[src/rtl/serial_add_sequencer_pkg.sv]
// Shared types and constants for the nibble-serial add sequencer.
// The counter width helper keeps a 1-bit counter legal for single-nibble builds.
package serial_add_sequencer_pkg;

  localparam int NIBBLE_W        = 4;
  localparam int DEFAULT_NIBBLES = 4;

  typedef enum logic [1:0] {
    IDLE = 2'd0,
    RUN  = 2'd1,
    DONE = 2'd2
  } state_e;

  function automatic int cnt_width(input int nibbles);
    return (nibbles > 1) ? $clog2(nibbles) : 1;
  endfunction

  localparam int CNT_W = cnt_width(DEFAULT_NIBBLES);

endpackage

[src/rtl/serial_add_sequencer_nibble_shift_reg.sv]
// Operand holding register that presents its least-significant nibble and
// shifts right by one nibble per step, zero-filling from the top.
module nibble_shift_reg
  import serial_add_sequencer_pkg::*;
#(
  parameter int W = 16
) (
  input  logic                clk,
  input  logic                rst_n,
  input  logic                load,
  input  logic                shift,
  input  logic [W-1:0]        d,
  output logic [NIBBLE_W-1:0] nib
);

  logic [W-1:0] q;

  // NOTE: clocked state is written with <= so every flop samples pre-edge
  // values; blocking assignments here would create order-dependent races.
  always_ff @(posedge clk or negedge rst_n) begin
    if (!rst_n) begin
      q <= '0;
    end else if (load) begin
      q <= d;
    end else if (shift) begin
      q <= q >> NIBBLE_W;
    end
  end

  assign nib = q[NIBBLE_W-1:0];

endmodule

[src/rtl/serial_add_sequencer.sv]
// Sequences a W-bit addition through an external 4-bit adder, one nibble per
// cycle, least-significant first, and publishes the sum on a one-cycle done.
module serial_add_sequencer
  import serial_add_sequencer_pkg::*;
#(
  parameter int NIBBLES = DEFAULT_NIBBLES,
  localparam int W      = NIBBLE_W * NIBBLES
) (
  input  logic                clk,
  input  logic                rst_n,
  input  logic                start,
  input  logic [W-1:0]        op_a,
  input  logic [W-1:0]        op_b,
  input  logic                carry_in,
  output logic [NIBBLE_W-1:0] add_a,
  output logic [NIBBLE_W-1:0] add_b,
  output logic                add_cin,
  input  logic [NIBBLE_W-1:0] add_s,
  input  logic                add_cout,
  output logic                busy,
  output logic                done,
  output logic [W-1:0]        result,
  output logic                carry_out
);

  localparam int CW = cnt_width(NIBBLES);
  localparam logic [CW-1:0] LAST = CW'(NIBBLES - 1);

  state_e state_q, state_d;
  logic   load, step, last;

  logic [CW-1:0]                      cnt_q;
  logic                               carry_q;
  logic [NIBBLES-1:0][NIBBLE_W-1:0]   acc_q, acc_d;
  logic [W-1:0]                       result_q;
  logic                               carry_out_q;
  logic                               busy_q, done_q;
  logic [NIBBLE_W-1:0]                nib_a, nib_b;

  nibble_shift_reg #(.W(W)) u_shift_a (
    .clk   (clk),
    .rst_n (rst_n),
    .load  (load),
    .shift (step),
    .d     (op_a),
    .nib   (nib_a)
  );

  nibble_shift_reg #(.W(W)) u_shift_b (
    .clk   (clk),
    .rst_n (rst_n),
    .load  (load),
    .shift (step),
    .d     (op_b),
    .nib   (nib_b)
  );

  assign last = (cnt_q == LAST);

  // NOTE: every output of a combinational block gets a default first, so no
  // path through the case can leave a value unassigned and infer a latch.
  always_comb begin
    state_d = state_q;
    load    = 1'b0;
    step    = 1'b0;
    unique case (state_q)
      IDLE: begin
        if (start) begin
          load    = 1'b1;
          state_d = RUN;
        end
      end
      RUN: begin
        step = 1'b1;
        if (last) state_d = DONE;
      end
      DONE: begin
        load    = start;
        state_d = start ? RUN : IDLE;
      end
      default: state_d = IDLE;
    endcase
  end

  // Accumulator image with the current adder nibble dropped into its slot;
  // on the final step this is exactly the value published to result.
  always_comb begin
    acc_d        = acc_q;
    acc_d[cnt_q] = add_s;
  end

  always_ff @(posedge clk or negedge rst_n) begin
    if (!rst_n) begin
      state_q <= IDLE;
      busy_q  <= 1'b0;
      done_q  <= 1'b0;
    end else begin
      state_q <= state_d;
      busy_q  <= (state_d == RUN);
      done_q  <= (state_d == DONE);
    end
  end

  always_ff @(posedge clk or negedge rst_n) begin
    if (!rst_n) begin
      cnt_q       <= '0;
      carry_q     <= 1'b0;
      acc_q       <= '0;
      result_q    <= '0;
      carry_out_q <= 1'b0;
    end else if (load) begin
      cnt_q   <= '0;
      carry_q <= carry_in;
    end else if (step) begin
      acc_q   <= acc_d;
      carry_q <= add_cout;
      cnt_q   <= cnt_q + CW'(1);
      if (last) begin
        result_q    <= acc_d;
        carry_out_q <= add_cout;
      end
    end
  end

  // The adder sees zeros whenever no nibble is in flight.
  assign add_a     = busy_q ? nib_a   : '0;
  assign add_b     = busy_q ? nib_b   : '0;
  assign add_cin   = busy_q ? carry_q : 1'b0;
  assign busy      = busy_q;
  assign done      = done_q;
  assign result    = result_q;
  assign carry_out = carry_out_q;

endmodule
[config.mk]
export PLATFORM = sky130hd
export DESIGN_NAME = serial_add_sequencer
export DESIGN_NICKNAME = d
export VERILOG_FILES = /design/src/rtl/serial_add_sequencer_pkg.sv /design/src/rtl/serial_add_sequencer_nibble_shift_reg.sv /design/src/rtl/serial_add_sequencer.sv
export SDC_FILE = /design/constraint.sdc
export NUM_CORES = 1
export LEC_CHECK = 0
export ABC_AREA = 1
export BUFFER_PORTS_ARGS = -buffer_cell sky130_fd_sc_hd__buf_2
export CAP_MARGIN = 20
export CORE_MARGIN = 2
export CORE_UTILIZATION = 33
export CTS_CLUSTER_DIAMETER = 80
export CTS_CLUSTER_SIZE = 28
export DETAILED_ROUTE_END_ITERATION = 12
export GPL_TIMING_DRIVEN = 0
export HOLD_SLACK_MARGIN = 0.12
export SLEW_MARGIN = 20
export SYNTH_ARGS = -nofsm -noshare
export SYNTH_HDL_FRONTEND = slang
export SYNTH_SLANG_ARGS = --single-unit
[constraint.sdc]
create_clock -name clk -period 3.7 [get_ports clk]
set_clock_uncertainty 0.15 [all_clocks]
set_input_delay 0.555 -clock clk [delete_from_list [all_inputs] [get_ports clk]]
set_output_delay 0.555 -clock clk [all_outputs]
set_load 0.05 [all_outputs]
==> impl_metrics.xml, run 1 <==
<?xml version="1.0" encoding="UTF-8"?>
<metrics>
  <group name="status">
    <metric name="run_status" unit="">completed</metric>
  </group>
  <group name="worst_setup_path">
    <metric name="crit_path_start_kind" unit="">flip-flop</metric>
    <metric name="timing.setup.critical_path_class" unit="">flip-flop to primary output</metric>
    <metric name="critical_path_required" unit="ns">2.99</metric>
    <metric name="worstPathMaxFanout" unit="">9</metric>
    <metric name="worstSetupEndpointType" unit="">primary output</metric>
    <metric name="critPathArrivalTime" unit="ns">1.35</metric>
    <metric name="timing.reg2reg.worst_path_depth" unit="">6</metric>
  </group>
  <group name="cells_and_area">
    <metric name="finish.net_count" unit="">553</metric>
    <metric name="post_route_cells_drive_above_1_share" unit="%">20.86</metric>
    <metric name="multi_input_area" unit="um^2">1210</metric>
    <metric name="utilization" unit="%">41.33</metric>
    <metric name="antenna_cells" unit="">0</metric>
    <metric name="fillers" unit="">1034</metric>
    <metric name="regArea" unit="um^2">1702</metric>
    <metric name="synth_to_final_area_change" unit="%">22.89</metric>
    <metric name="stdcell_count" unit="">646</metric>
  </group>
  <group name="die">
    <metric name="die_width" unit="um">103.1</metric>
    <metric name="fp.dieArea" unit="um^2">10630</metric>
    <metric name="die_height" unit="um">103.1</metric>
    <metric name="starting_density" unit="%">33.63</metric>
    <metric name="placeableCoreArea" unit="um^2">9639</metric>
    <metric name="placementRows" unit="">36</metric>
    <metric name="pin_count" unit="">69</metric>
  </group>
  <group name="timing">
    <metric name="layout_min_cycle_time" unit="ns">2.051</metric>
    <metric name="worstMarginPinSlew" unit="ns">0.4496</metric>
    <metric name="max_freq" unit="GHz">0.4876</metric>
    <metric name="grt_setup_unrepaired" unit="">false</metric>
    <metric name="final.setup.tns" unit="ns">0</metric>
    <metric name="hold-worst-slack" unit="ns">0.2674</metric>
    <metric name="max-slew-margin-rel" unit="%">70.03</metric>
    <metric name="final-setup-viol-count" unit="">0</metric>
    <metric name="final_report_max_slew_violation_count" unit="">0</metric>
    <metric name="finalHoldViolations" unit="">0</metric>
    <metric name="fin_crit_sh" unit="%">55.43</metric>
  </group>
  <group name="synthesis">
    <metric name="seq_area_frac_synth" unit="%">52.49</metric>
    <metric name="synthesis.instances" unit="">427</metric>
    <metric name="synth_top_area_cell" unit="">sky130_fd_sc_hd__dfrtp_1</metric>
    <metric name="synth.top_cell.area_share" unit="%">52.49</metric>
    <metric name="synth_cell_types" unit="">16</metric>
    <metric name="post_syn_area" unit="um^2">3242</metric>
    <metric name="synth.ff_latch_count" unit="">68</metric>
    <metric name="synthesis.nets" unit="">472</metric>
    <metric name="postSynthAreaPerCell" unit="um^2">7.592</metric>
    <metric name="synthTopCellsByArea" unit="">sky130_fd_sc_hd__dfrtp_1, sky130_fd_sc_hd__nand2_1, sky130_fd_sc_hd__inv_1</metric>
    <metric name="synth-warning-count" unit="">0</metric>
  </group>
  <group name="power_and_ir_drop">
    <metric name="netSwitchingPower" unit="mW">1.784</metric>
    <metric name="p_sw_share" unit="%">47.66</metric>
    <metric name="pwr_density_cell" unit="nW/um^2">939.4</metric>
    <metric name="power.leakage" unit="nW">2.334</metric>
    <metric name="clock_power_share" unit="%">16.7</metric>
    <metric name="seqPwrFrac" unit="%">33.3</metric>
    <metric name="power.ir.vdd_worst" unit="V">0.0003099</metric>
    <metric name="share_comb_of_total_power" unit="%">49.9</metric>
    <metric name="internal_power" unit="mW">1.959</metric>
  </group>
  <group name="detailed_routing">
    <metric name="totalWireLength" unit="um">7431</metric>
    <metric name="route.detailed.vias_per_inst" unit="">4.215</metric>
    <metric name="dr.first_iter.drc_count" unit="">134</metric>
    <metric name="num_vias" unit="">2723</metric>
    <metric name="final_antenna_net_count" unit="">0</metric>
    <metric name="dr_drc_count" unit="">0</metric>
    <metric name="drt_pass1_iterations" unit="">4</metric>
    <metric name="wl_per_cell" unit="um">11.50</metric>
  </group>
  <group name="global_routing">
    <metric name="gr_util_all_layers" unit="%">14.92</metric>
    <metric name="grt_start_max_net_pins" unit="">37</metric>
    <metric name="number_of_antenna_violations_at_the_first_check_in_global_routing" unit="">0</metric>
    <metric name="first_global_vias" unit="">2634</metric>
    <metric name="grt_first_pass_wirelength" unit="um">12250</metric>
    <metric name="global_route.overflow_total" unit="">0</metric>
  </group>
  <group name="place">
    <metric name="routability_congestion_estimate" unit="">0.7763</metric>
    <metric name="io_buffer_count" unit="">68</metric>
    <metric name="detailed_place_hpwl" unit="um">5396</metric>
    <metric name="post-place-cells" unit="">629</metric>
  </group>
  <group name="clock_tree">
    <metric name="worst_setup_hold_path_clk_slew" unit="ns">0.07</metric>
    <metric name="cts_setup_buffers" unit="">0</metric>
    <metric name="clock_path_buffers" unit="">2</metric>
    <metric name="ctsRootBufferMaster" unit="">sky130_fd_sc_hd__clkbuf_8</metric>
    <metric name="clock-sinks" unit="">68</metric>
    <metric name="tritoncts" unit="">done</metric>
    <metric name="cts-buffers-inserted" unit="">9</metric>
    <metric name="clk-insertion-delay-late" unit="ns">0.34</metric>
    <metric name="clock_tree.htree_level_count" unit="">3</metric>
  </group>
  <group name="min_path">
    <metric name="min_delay_path_depth" unit="">3</metric>
    <metric name="hp-class" unit="">input port to flip-flop</metric>
  </group>
  <group name="run">
    <metric name="max-cap-violations" unit="">0</metric>
  </group>
</metrics>
## final timing paths
check                           startpoint  slack (ns)              end
max                                   busy        1.65         add_a[0]
min                               op_a[15]        0.27  u_shift_a.q[15]
max reg2reg                       cnt_q[1]        2.22        result[7]
min reg2reg                u_shift_a.q[11]        0.32  u_shift_a.q[11]
max in group asynchronous            rst_n        2.31   u_shift_a.q[2]
min in group asynchronous            rst_n        0.55       result[13]
## power by group through the flow
stage / sequential (mW) / combinational, mW / clock (mW)
floorplan: 1.55 / 1.13 / 0
global placement: 1.25 / 1.85 / 0
detailed placement: 1.26 / 1.88 / 0
CTS: 1.25 / 1.89 / 0.635
global route: 1.29 / 2.09 / 0.674
finish: 1.25 / 1.87 / 0.626
## registers in the layout, summed over array words and instances (netlist names)
register     cells
carry_out        1
done             1
u_shift_a.q     16
busy             1
state_q          2
cnt_q            2
result          16
u_shift_b.q     16
carry_q          1
acc_q           12
## routing by layer
layer	wire [um]	vias up	GRT usage [%]
li1	-	1444	-
met1	3743	1222	20.90
met2	3338	47	22.98
met3	238	10	3.119
met4	110	0	5.263
met5	0	-	0
## stage by stage
stage	area [um^2]	setup WS (ns)	power (mW)
after global placement	3749	1.569	3.096
after floorplan	3242	1.713	2.676
final	3984	1.649	3.742
after global routing	3984	1.478	4.059
after CTS	3984	1.632	3.776
after detailed placement	3771	1.996	3.142
## what timing repair did
| action | 4_1_cts | 5_1_grt |
|---|---|---|
| resized for setup | 0 | 0 |
| hold buffers | 1 | 0 |
| endpoints found under the setup margin | 0 | 0 |
| hold endpoints to repair | 32 | 0 |
## critical path, stage by stage (launching register included)
cell	delay, ns
sky130_fd_sc_hd__dfrtp_1	0.34
sky130_fd_sc_hd__clkbuf_1	0.28
sky130_fd_sc_hd__nand2_1	0.09
sky130_fd_sc_hd__inv_1	0.06
sky130_fd_sc_hd__buf_2	0.25
## area by class of cell
type | instances | share of cell area, %
Multi-Input combinational cell | 282 | 30.37
Clock inverter | 4 | 1.193
Timing Repair Buffer | 70 | 9.359
Sequential cell | 68 | 42.71
Clock buffer | 12 | 3.894
Buffer | 18 | 2.670
Tap cell | 133 | 4.177
Inverter | 59 | 5.622
## Yosys cell counts
| cell type | count |
|---|---|
| sky130_fd_sc_hd__nand2_1 | 210 |
| sky130_fd_sc_hd__dfrtp_1 | 68 |
| sky130_fd_sc_hd__inv_1 | 56 |
| sky130_fd_sc_hd__nand3_1 | 41 |
| sky130_fd_sc_hd__o21ai_0 | 20 |
| sky130_fd_sc_hd__buf_2 | 7 |
| sky130_fd_sc_hd__buf_4 | 6 |
| sky130_fd_sc_hd__clkbuf_1 | 4 |
| sky130_fd_sc_hd__ha_1 | 4 |
| sky130_fd_sc_hd__nand2_4 | 3 |
| sky130_fd_sc_hd__inv_2 | 2 |
| sky130_fd_sc_hd__nor2_4 | 2 |
| sky130_fd_sc_hd__buf_6 | 1 |
| sky130_fd_sc_hd__inv_4 | 1 |
| sky130_fd_sc_hd__nor2_1 | 1 |
| sky130_fd_sc_hd__nor2_2 | 1 |
## cell usage in the layout, fill, tap and decap left out
cell,n
sky130_fd_sc_hd__nand2_1,210
sky130_fd_sc_hd__buf_2,74
sky130_fd_sc_hd__dfrtp_1,68
sky130_fd_sc_hd__inv_1,56
sky130_fd_sc_hd__nand3_1,41
sky130_fd_sc_hd__o21ai_0,20
sky130_fd_sc_hd__clkbuf_8,11
sky130_fd_sc_hd__buf_4,7
sky130_fd_sc_hd__clkbuf_1,5
sky130_fd_sc_hd__ha_1,4
sky130_fd_sc_hd__nand2_4,3
sky130_fd_sc_hd__inv_2,2
sky130_fd_sc_hd__nor2_4,2
sky130_fd_sc_hd__clkinv_2,2
sky130_fd_sc_hd__nor2_1,1
sky130_fd_sc_hd__nor2_2,1
sky130_fd_sc_hd__inv_4,1
sky130_fd_sc_hd__buf_6,1
sky130_fd_sc_hd__clkinvlp_4,1
sky130_fd_sc_hd__bufinv_16,1
sky130_fd_sc_hd__dlygate4sd3_1,1
sky130_fd_sc_hd__buf_12,1
## kinds of logic after synthesis
logic type                 synth area share, %
and+or+nand+nor                          32.69
AOI/OAI and AO/OA                        3.088
adders and majority gates                1.544
buffers and inverters                    10.19
DFF                                      52.49
No activity file was read; power rests on OpenSTA's default activity.
==> run 2: changes to the inputs <==
clock period = 2.05 ns   (was 3.7 ns; I/O delays follow)
==> impl_metrics.xml, run 2 (same netlist as run 1, synthesis figures left out) <==
<?xml version="1.0" encoding="UTF-8"?>
<metrics>
  <group name="die">
    <metric name="placeableCoreArea" unit="um^2">9639</metric>
    <metric name="die_height" unit="um">103.1</metric>
    <metric name="starting_density" unit="%">33.63</metric>
    <metric name="die_width" unit="um">103.1</metric>
    <metric name="fp.dieArea" unit="um^2">10630</metric>
    <metric name="pin_count" unit="">69</metric>
    <metric name="placementRows" unit="">36</metric>
  </group>
  <group name="detailed_routing">
    <metric name="final_antenna_net_count" unit="">0</metric>
    <metric name="drt_pass1_iterations" unit="">4</metric>
    <metric name="wl_per_cell" unit="um">11.43</metric>
    <metric name="dr.first_iter.drc_count" unit="">126</metric>
    <metric name="num_vias" unit="">2847</metric>
    <metric name="dr_drc_count" unit="">0</metric>
    <metric name="route.detailed.vias_per_inst" unit="">4.249</metric>
    <metric name="totalWireLength" unit="um">7655</metric>
  </group>
  <group name="place">
    <metric name="routability_congestion_estimate" unit="">0.7763</metric>
    <metric name="io_buffer_count" unit="">68</metric>
    <metric name="detailed_place_hpwl" unit="um">5396</metric>
    <metric name="dpl-instance-area" unit="um^2">3771</metric>
  </group>
  <group name="cells_and_area">
    <metric name="layout.cell_area.non_filler" unit="um^2">4224</metric>
    <metric name="utilization" unit="%">43.82</metric>
    <metric name="mostFrequentLayoutCells" unit="">sky130_fd_sc_hd__nand2_1, sky130_fd_sc_hd__buf_2, sky130_fd_sc_hd__dfrtp_1</metric>
    <metric name="most_frequent_standard_cell_in_the_layout_excluding_fill_and_tap_cells" unit="">sky130_fd_sc_hd__nand2_1</metric>
    <metric name="antenna_cells" unit="">0</metric>
    <metric name="synth_to_final_area_change" unit="%">30.30</metric>
    <metric name="finish.net_count" unit="">577</metric>
    <metric name="post_route_cells_drive_above_1_share" unit="%">19.93</metric>
  </group>
  <group name="global_routing">
    <metric name="global_route.overflow_total" unit="">0</metric>
    <metric name="grt_first_pass_wirelength" unit="um">12710</metric>
    <metric name="gr_util_all_layers" unit="%">15.42</metric>
    <metric name="first_global_vias" unit="">2771</metric>
    <metric name="number_of_antenna_violations_at_the_first_check_in_global_routing" unit="">0</metric>
    <metric name="grt_start_max_net_pins" unit="">37</metric>
  </group>
  <group name="timing">
    <metric name="final-setup-viol-count" unit="">0</metric>
    <metric name="max-slew-margin-rel" unit="%">69.88</metric>
    <metric name="finalHoldViolations" unit="">0</metric>
    <metric name="fin_crit_sh" unit="%">87.93</metric>
    <metric name="layout_min_cycle_time" unit="ns">1.803</metric>
    <metric name="grt_setup_unrepaired" unit="">false</metric>
    <metric name="worstMarginPinSlew" unit="ns">0.4519</metric>
    <metric name="final.setup.tns" unit="ns">0</metric>
    <metric name="final_report_max_slew_violation_count" unit="">0</metric>
    <metric name="max_freq" unit="GHz">0.5548</metric>
  </group>
  <group name="clock_tree">
    <metric name="clock_path_buffers" unit="">2</metric>
    <metric name="clk-insertion-delay-late" unit="ns">0.34</metric>
    <metric name="ctsRootBufferMaster" unit="">sky130_fd_sc_hd__clkbuf_8</metric>
    <metric name="worst_setup_hold_path_clk_slew" unit="ns">0.07</metric>
    <metric name="clock_tree.htree_level_count" unit="">3</metric>
    <metric name="clock-sinks" unit="">68</metric>
    <metric name="tritoncts" unit="">done</metric>
    <metric name="cts-buffers-inserted" unit="">9</metric>
  </group>
  <group name="min_path">
    <metric name="min_delay_path_depth" unit="">5</metric>
    <metric name="holdCritStartpoint" unit="">op_a[3]</metric>
    <metric name="hp-class" unit="">input port to flip-flop</metric>
    <metric name="timing.hold.worst_endpoint" unit="">u_shift_a.q[3]</metric>
  </group>
  <group name="power_and_ir_drop">
    <metric name="p_sw_share" unit="%">47.45</metric>
    <metric name="power.ir.vdd_worst" unit="V">0.0005593</metric>
    <metric name="clock_power_share" unit="%">16.6</metric>
    <metric name="netSwitchingPower" unit="mW">3.219</metric>
    <metric name="seqPwrFrac" unit="%">33.2</metric>
    <metric name="pwr_density_cell" unit="nW/um^2">1606</metric>
    <metric name="power.leakage" unit="nW">2.434</metric>
    <metric name="share_comb_of_total_power" unit="%">50.2</metric>
    <metric name="internal_power" unit="mW">3.565</metric>
  </group>
  <group name="worst_setup_path">
    <metric name="crit_path_start_kind" unit="">flip-flop</metric>
    <metric name="worst_path_max_delay_cell" unit="">sky130_fd_sc_hd__dfrtp_1</metric>
    <metric name="timing.reg2reg.worst_path_depth" unit="">6</metric>
    <metric name="critPathBufInv" unit="">3</metric>
    <metric name="cpPeakStageDelay" unit="ns">0.34</metric>
    <metric name="worstPathMaxFanout" unit="">9</metric>
    <metric name="reg2reg_slack" unit="ns">0.56</metric>
    <metric name="worstSetupEndpointType" unit="">primary output</metric>
    <metric name="timing.critical_path.max_delay_family" unit="">buffers and inverters</metric>
    <metric name="timing.critical_path.cells" unit="">clkbuf_1 &gt; nand2_1 &gt; inv_1 &gt; buf_2</metric>
    <metric name="reg2reg_from" unit="">cnt_q[1]</metric>
    <metric name="timing.setup.critical_path_class" unit="">flip-flop to primary output</metric>
    <metric name="critical_path_required" unit="ns">1.59</metric>
    <metric name="timing.rr.end" unit="">result[7]</metric>
    <metric name="critPathArrivalTime" unit="ns">1.35</metric>
  </group>
  <group name="run">
    <metric name="max-cap-violations" unit="">0</metric>
  </group>
  <group name="status">
    <metric name="run_status" unit="">completed</metric>
  </group>
</metrics>
run 2: changes by cell type in the layout (fill, tap and decap cells not counted), sizes merged:
cell and delta:
dlygate4sd3 +24
run 2: timing repair:
action | CTS | global route
gates resized for setup | 0 | 0
setup buffers | 0 | 0
hold buffers | 25 | 0
endpoints found under the hold margin | 56 | 0
run 2: worst reg2reg max path: stages (launching register included):
cell                      delay, ns
sky130_fd_sc_hd__dfrtp_1       0.38
sky130_fd_sc_hd__ha_1          0.22
sky130_fd_sc_hd__inv_1         0.09
sky130_fd_sc_hd__nor2_4        0.22
sky130_fd_sc_hd__buf_4         0.22
sky130_fd_sc_hd__nand2_1       0.08
sky130_fd_sc_hd__nand2_1       0.07
run 2: worst max-delay path by stage:
stage                         from             end  slack, ns  cells past startpoint
after floorplan               busy        add_a[0]       0.31                      3
after global placement       rst_n  u_shift_b.q[5]       0.17                      1
after detailed placement  cnt_q[0]       result[7]       0.57                      6
after CTS                     busy        add_b[3]       0.23                      4
after global routing          busy        add_a[0]       0.08                      4
final                         busy        add_a[0]       0.25                      4
run 2: power by group through the flow:
stage | sequential [mW] | clock, mW | combinational (mW)
5_1_grt | 2.33 | 1.22 | 3.81
4_1_cts | 2.26 | 1.15 | 3.45
3_5_place_dp | 2.28 | 0 | 3.40
3_3_place_gp | 2.26 | 0 | 3.33
6_report | 2.25 | 1.12 | 3.41
2_1_floorplan | 2.80 | 0 | 2.03
run 2: routing by layer:
layer / vias up / share of wire, % / GRT usage, %
met5: - / 0 / 0
met4: 0 / 2.0 / 6.174
met3: 13 / 3.1 / 3.254
met2: 55 / 45 / 24.03
met1: 1288 / 50 / 21.03
li1: 1491 / - / -
run 2: per-stage QoR:
| step | hold slack [ns] | cells | worst slack [ns] | power [mW] |
|---|---|---|---|---|
| after floorplan | -0.1381 | 427 | 0.3107 | 4.829 |
| after global placement | 0.3037 | 628 | 0.1665 | 5.587 |
| after detailed placement | 0.1370 | 629 | 0.5728 | 5.672 |
| after CTS | 0.1280 | 670 | 0.2294 | 6.850 |
| after global routing | 0.1317 | 670 | 0.07523 | 7.364 |
| final | 0.1215 | 670 | 0.2475 | 6.784 |
run 2: cell type report:
cell class	instances	area, um^2
Clock inverter	4	47.55
Timing Repair Buffer	94	613.1
Sequential cell	68	1702
Multi-Input combinational cell	282	1210
Inverter	59	224.0
Buffer	18	106.4
Tap cell	133	166.4
Clock buffer	12	155.1
Fill cell	1018	5415
==> run 3: changes to the inputs <==
BUFFER_PORTS_ARGS = unset   (was -buffer_cell sky130_fd_sc_hd__buf_2)
DONT_BUFFER_PORTS = 1   (was unset)
clock period = 1.6 ns   (was 2.05 ns; I/O delays follow)
==> impl_metrics.xml, run 3 (same netlist as run 1, synthesis figures left out) <==
<?xml version="1.0" encoding="UTF-8"?>
<metrics>
  <group name="status">
    <metric name="run_status" unit="">finished, violations left</metric>
    <metric name="violations_in_the_final_reports" unit="">hold timing, setup timing</metric>
  </group>
  <group name="power_and_ir_drop">
    <metric name="pwr_density_cell" unit="nW/um^2">2110</metric>
    <metric name="power.ir.vdd_worst" unit="V">0.0005410</metric>
    <metric name="power.leakage" unit="nW">2.195</metric>
    <metric name="p_sw_share" unit="%">48.30</metric>
    <metric name="share_comb_of_total_power" unit="%">41.2</metric>
    <metric name="internal_power" unit="mW">4.518</metric>
    <metric name="report.power.total" unit="mW">8.739</metric>
    <metric name="netSwitchingPower" unit="mW">4.221</metric>
    <metric name="clock_power_share" unit="%">16.0</metric>
    <metric name="seqPwrFrac" unit="%">42.8</metric>
  </group>
  <group name="die">
    <metric name="placementRows" unit="">36</metric>
    <metric name="pin_count" unit="">69</metric>
    <metric name="die_width" unit="um">103.1</metric>
    <metric name="starting_density" unit="%">33.63</metric>
    <metric name="die_height" unit="um">103.1</metric>
    <metric name="fp.dieArea" unit="um^2">10630</metric>
    <metric name="placeableCoreArea" unit="um^2">9639</metric>
  </group>
  <group name="clock_tree">
    <metric name="tritoncts" unit="">done</metric>
    <metric name="clock-sinks" unit="">68</metric>
    <metric name="holdBufCountCts" unit="">39</metric>
    <metric name="worst_setup_hold_path_clk_slew" unit="ns">0.07</metric>
    <metric name="ctsRootBufferMaster" unit="">sky130_fd_sc_hd__clkbuf_8</metric>
    <metric name="clk-insertion-delay-late" unit="ns">0.33</metric>
    <metric name="clock_path_buffers" unit="">2</metric>
    <metric name="cts-buffers-inserted" unit="">9</metric>
    <metric name="clock_tree.htree_level_count" unit="">3</metric>
  </group>
  <group name="place">
    <metric name="io_buffer_count" unit="">0</metric>
    <metric name="dpl-instance-area" unit="um^2">3410</metric>
    <metric name="pre_cts_setup_slack" unit="ns">-0.1709</metric>
    <metric name="routability_congestion_estimate" unit="">0.7762</metric>
    <metric name="detailed_place_hpwl" unit="um">5237</metric>
  </group>
  <group name="run">
    <metric name="max-cap-violations" unit="">0</metric>
  </group>
  <group name="worst_setup_path">
    <metric name="reg2reg_slack" unit="ns">0.06</metric>
    <metric name="timing.critical_path.cells" unit="">clkbuf_16 &gt; nand2_4 &gt; clkinvlp_4</metric>
    <metric name="critical_path_required" unit="ns">1.21</metric>
    <metric name="critPathBufInv" unit="">2</metric>
    <metric name="crit_path_start_kind" unit="">flip-flop</metric>
    <metric name="timing.critical_path.max_delay_family" unit="">flip-flops</metric>
    <metric name="timing.reg2reg.worst_path_depth" unit="">5</metric>
    <metric name="cpPeakStageDelay" unit="ns">0.54</metric>
    <metric name="worstPathMaxFanout" unit="">5</metric>
    <metric name="reg2reg_from" unit="">state_q[0]</metric>
    <metric name="timing.setup.critical_path_class" unit="">flip-flop to primary output</metric>
    <metric name="worst_path_max_delay_cell" unit="">sky130_fd_sc_hd__dfrtp_2</metric>
    <metric name="worstSetupEndpointType" unit="">primary output</metric>
    <metric name="critPathArrivalTime" unit="ns">1.40</metric>
    <metric name="timing.rr.end" unit="">carry_q</metric>
  </group>
  <group name="detailed_routing">
    <metric name="num_vias" unit="">2756</metric>
    <metric name="drt_pass1_iterations" unit="">4</metric>
    <metric name="totalWireLength" unit="um">7845</metric>
    <metric name="dr_drc_count" unit="">0</metric>
    <metric name="wl_per_cell" unit="um">12.71</metric>
    <metric name="route.detailed.vias_per_inst" unit="">4.467</metric>
    <metric name="dr.first_iter.drc_count" unit="">171</metric>
    <metric name="final_antenna_net_count" unit="">0</metric>
  </group>
  <group name="timing">
    <metric name="finalWorstSetupSlack" unit="ns">-0.1895</metric>
    <metric name="max_freq" unit="GHz">0.5588</metric>
    <metric name="final-setup-viol-count" unit="">9</metric>
    <metric name="final_report_max_slew_violation_count" unit="">0</metric>
    <metric name="worstMarginPinSlew" unit="ns">0.5066</metric>
    <metric name="finalHoldViolations" unit="">68</metric>
    <metric name="max-slew-margin-rel" unit="%">66.23</metric>
    <metric name="grt_setup_unrepaired" unit="">true</metric>
    <metric name="layout_min_cycle_time" unit="ns">1.789</metric>
    <metric name="fin_crit_sh" unit="%">111.8</metric>
    <metric name="hold-worst-slack" unit="ns">-0.5585</metric>
  </group>
  <group name="global_routing">
    <metric name="global_route.overflow_total" unit="">0</metric>
    <metric name="first_global_vias" unit="">2704</metric>
    <metric name="grt_first_pass_wirelength" unit="um">12900</metric>
    <metric name="number_of_antenna_violations_at_the_first_check_in_global_routing" unit="">0</metric>
    <metric name="gr_util_all_layers" unit="%">15.80</metric>
    <metric name="grt_start_max_net_pins" unit="">69</metric>
  </group>
  <group name="cells_and_area">
    <metric name="mostFrequentLayoutCells" unit="">sky130_fd_sc_hd__nand2_1, sky130_fd_sc_hd__dfrtp_1, sky130_fd_sc_hd__inv_1</metric>
    <metric name="finish.net_count" unit="">526</metric>
    <metric name="multi_input_area" unit="um^2">1267</metric>
    <metric name="regArea" unit="um^2">1703</metric>
    <metric name="most_frequent_standard_cell_in_the_layout_excluding_fill_and_tap_cells" unit="">sky130_fd_sc_hd__nand2_1</metric>
    <metric name="layout.cell_area.non_filler" unit="um^2">4141</metric>
    <metric name="post_route_cells_drive_above_1_share" unit="%">12.40</metric>
    <metric name="fillers" unit="">992</metric>
    <metric name="antenna_cells" unit="">0</metric>
    <metric name="synth_to_final_area_change" unit="%">27.75</metric>
    <metric name="utilization" unit="%">42.96</metric>
  </group>
  <group name="min_path">
    <metric name="hp-class" unit="">input port to async pin</metric>
  </group>
</metrics>
[run 3: area by class of cell]
class,instances,area share (%)
clock buffer,12,3.746
buffer,18,3.082
multi-input combinational,282,30.60
tap,133,4.018
clock inverter,2,0.8459
timing repair buffer,43,10.36
sequential,68,41.12
inverter,59,6.224
[run 3: power by group through the flow]
stage	clock network, mW	registers [mW]	logic, mW
after floorplan	0	3.59	2.60
after global placement	0	3.70	3.12
after detailed placement	0	3.72	3.20
after CTS	1.43	3.75	3.57
after global routing	1.50	3.84	4.11
final	1.40	3.74	3.60
[run 3: timing repair]
item | CTS | global route
endpoints found under the setup margin | 9 | 18
endpoints found under the hold margin | 132 | 68
gates cloned | 1 | 0
pin swaps | 0 | 1
buffers inserted | 0 | 3
gates resized for setup | 30 | 1
[run 3: through the flow]
step	instances	hold WS, ns	TNS (ns)
final	617	-0.5585	-1.638
after global routing	617	-0.5835	-2.069
after CTS	614	-0.5758	-1.890
after detailed placement	560	-0.2046	-1.258
after global placement	560	-0.2041	-1.111
after floorplan	427	-0.2056	0
[run 3: routing by layer]
metal  vias to the layer above  GRT usage (%)  wire length (um)
met4                         0          7.794               164
li1                       1384              -                 -
met3                        12          2.983               447
met5                         -              0                 0
met2                        79          24.13              3618
met1                      1281          21.55              3615
[run 3: how the worst max path moves through the flow]
stage / start / endpoint / slack [ns] / cells after the start
floorplan: busy / add_a[0] / 0.05 / 3
detailed placement: busy / add_a[2] / -0.17 / 3
CTS: busy / add_a[2] / -0.22 / 3
finish: busy / add_a[2] / -0.19 / 3
global placement: busy / add_a[2] / -0.15 / 3
global route: busy / add_a[2] / -0.24 / 3
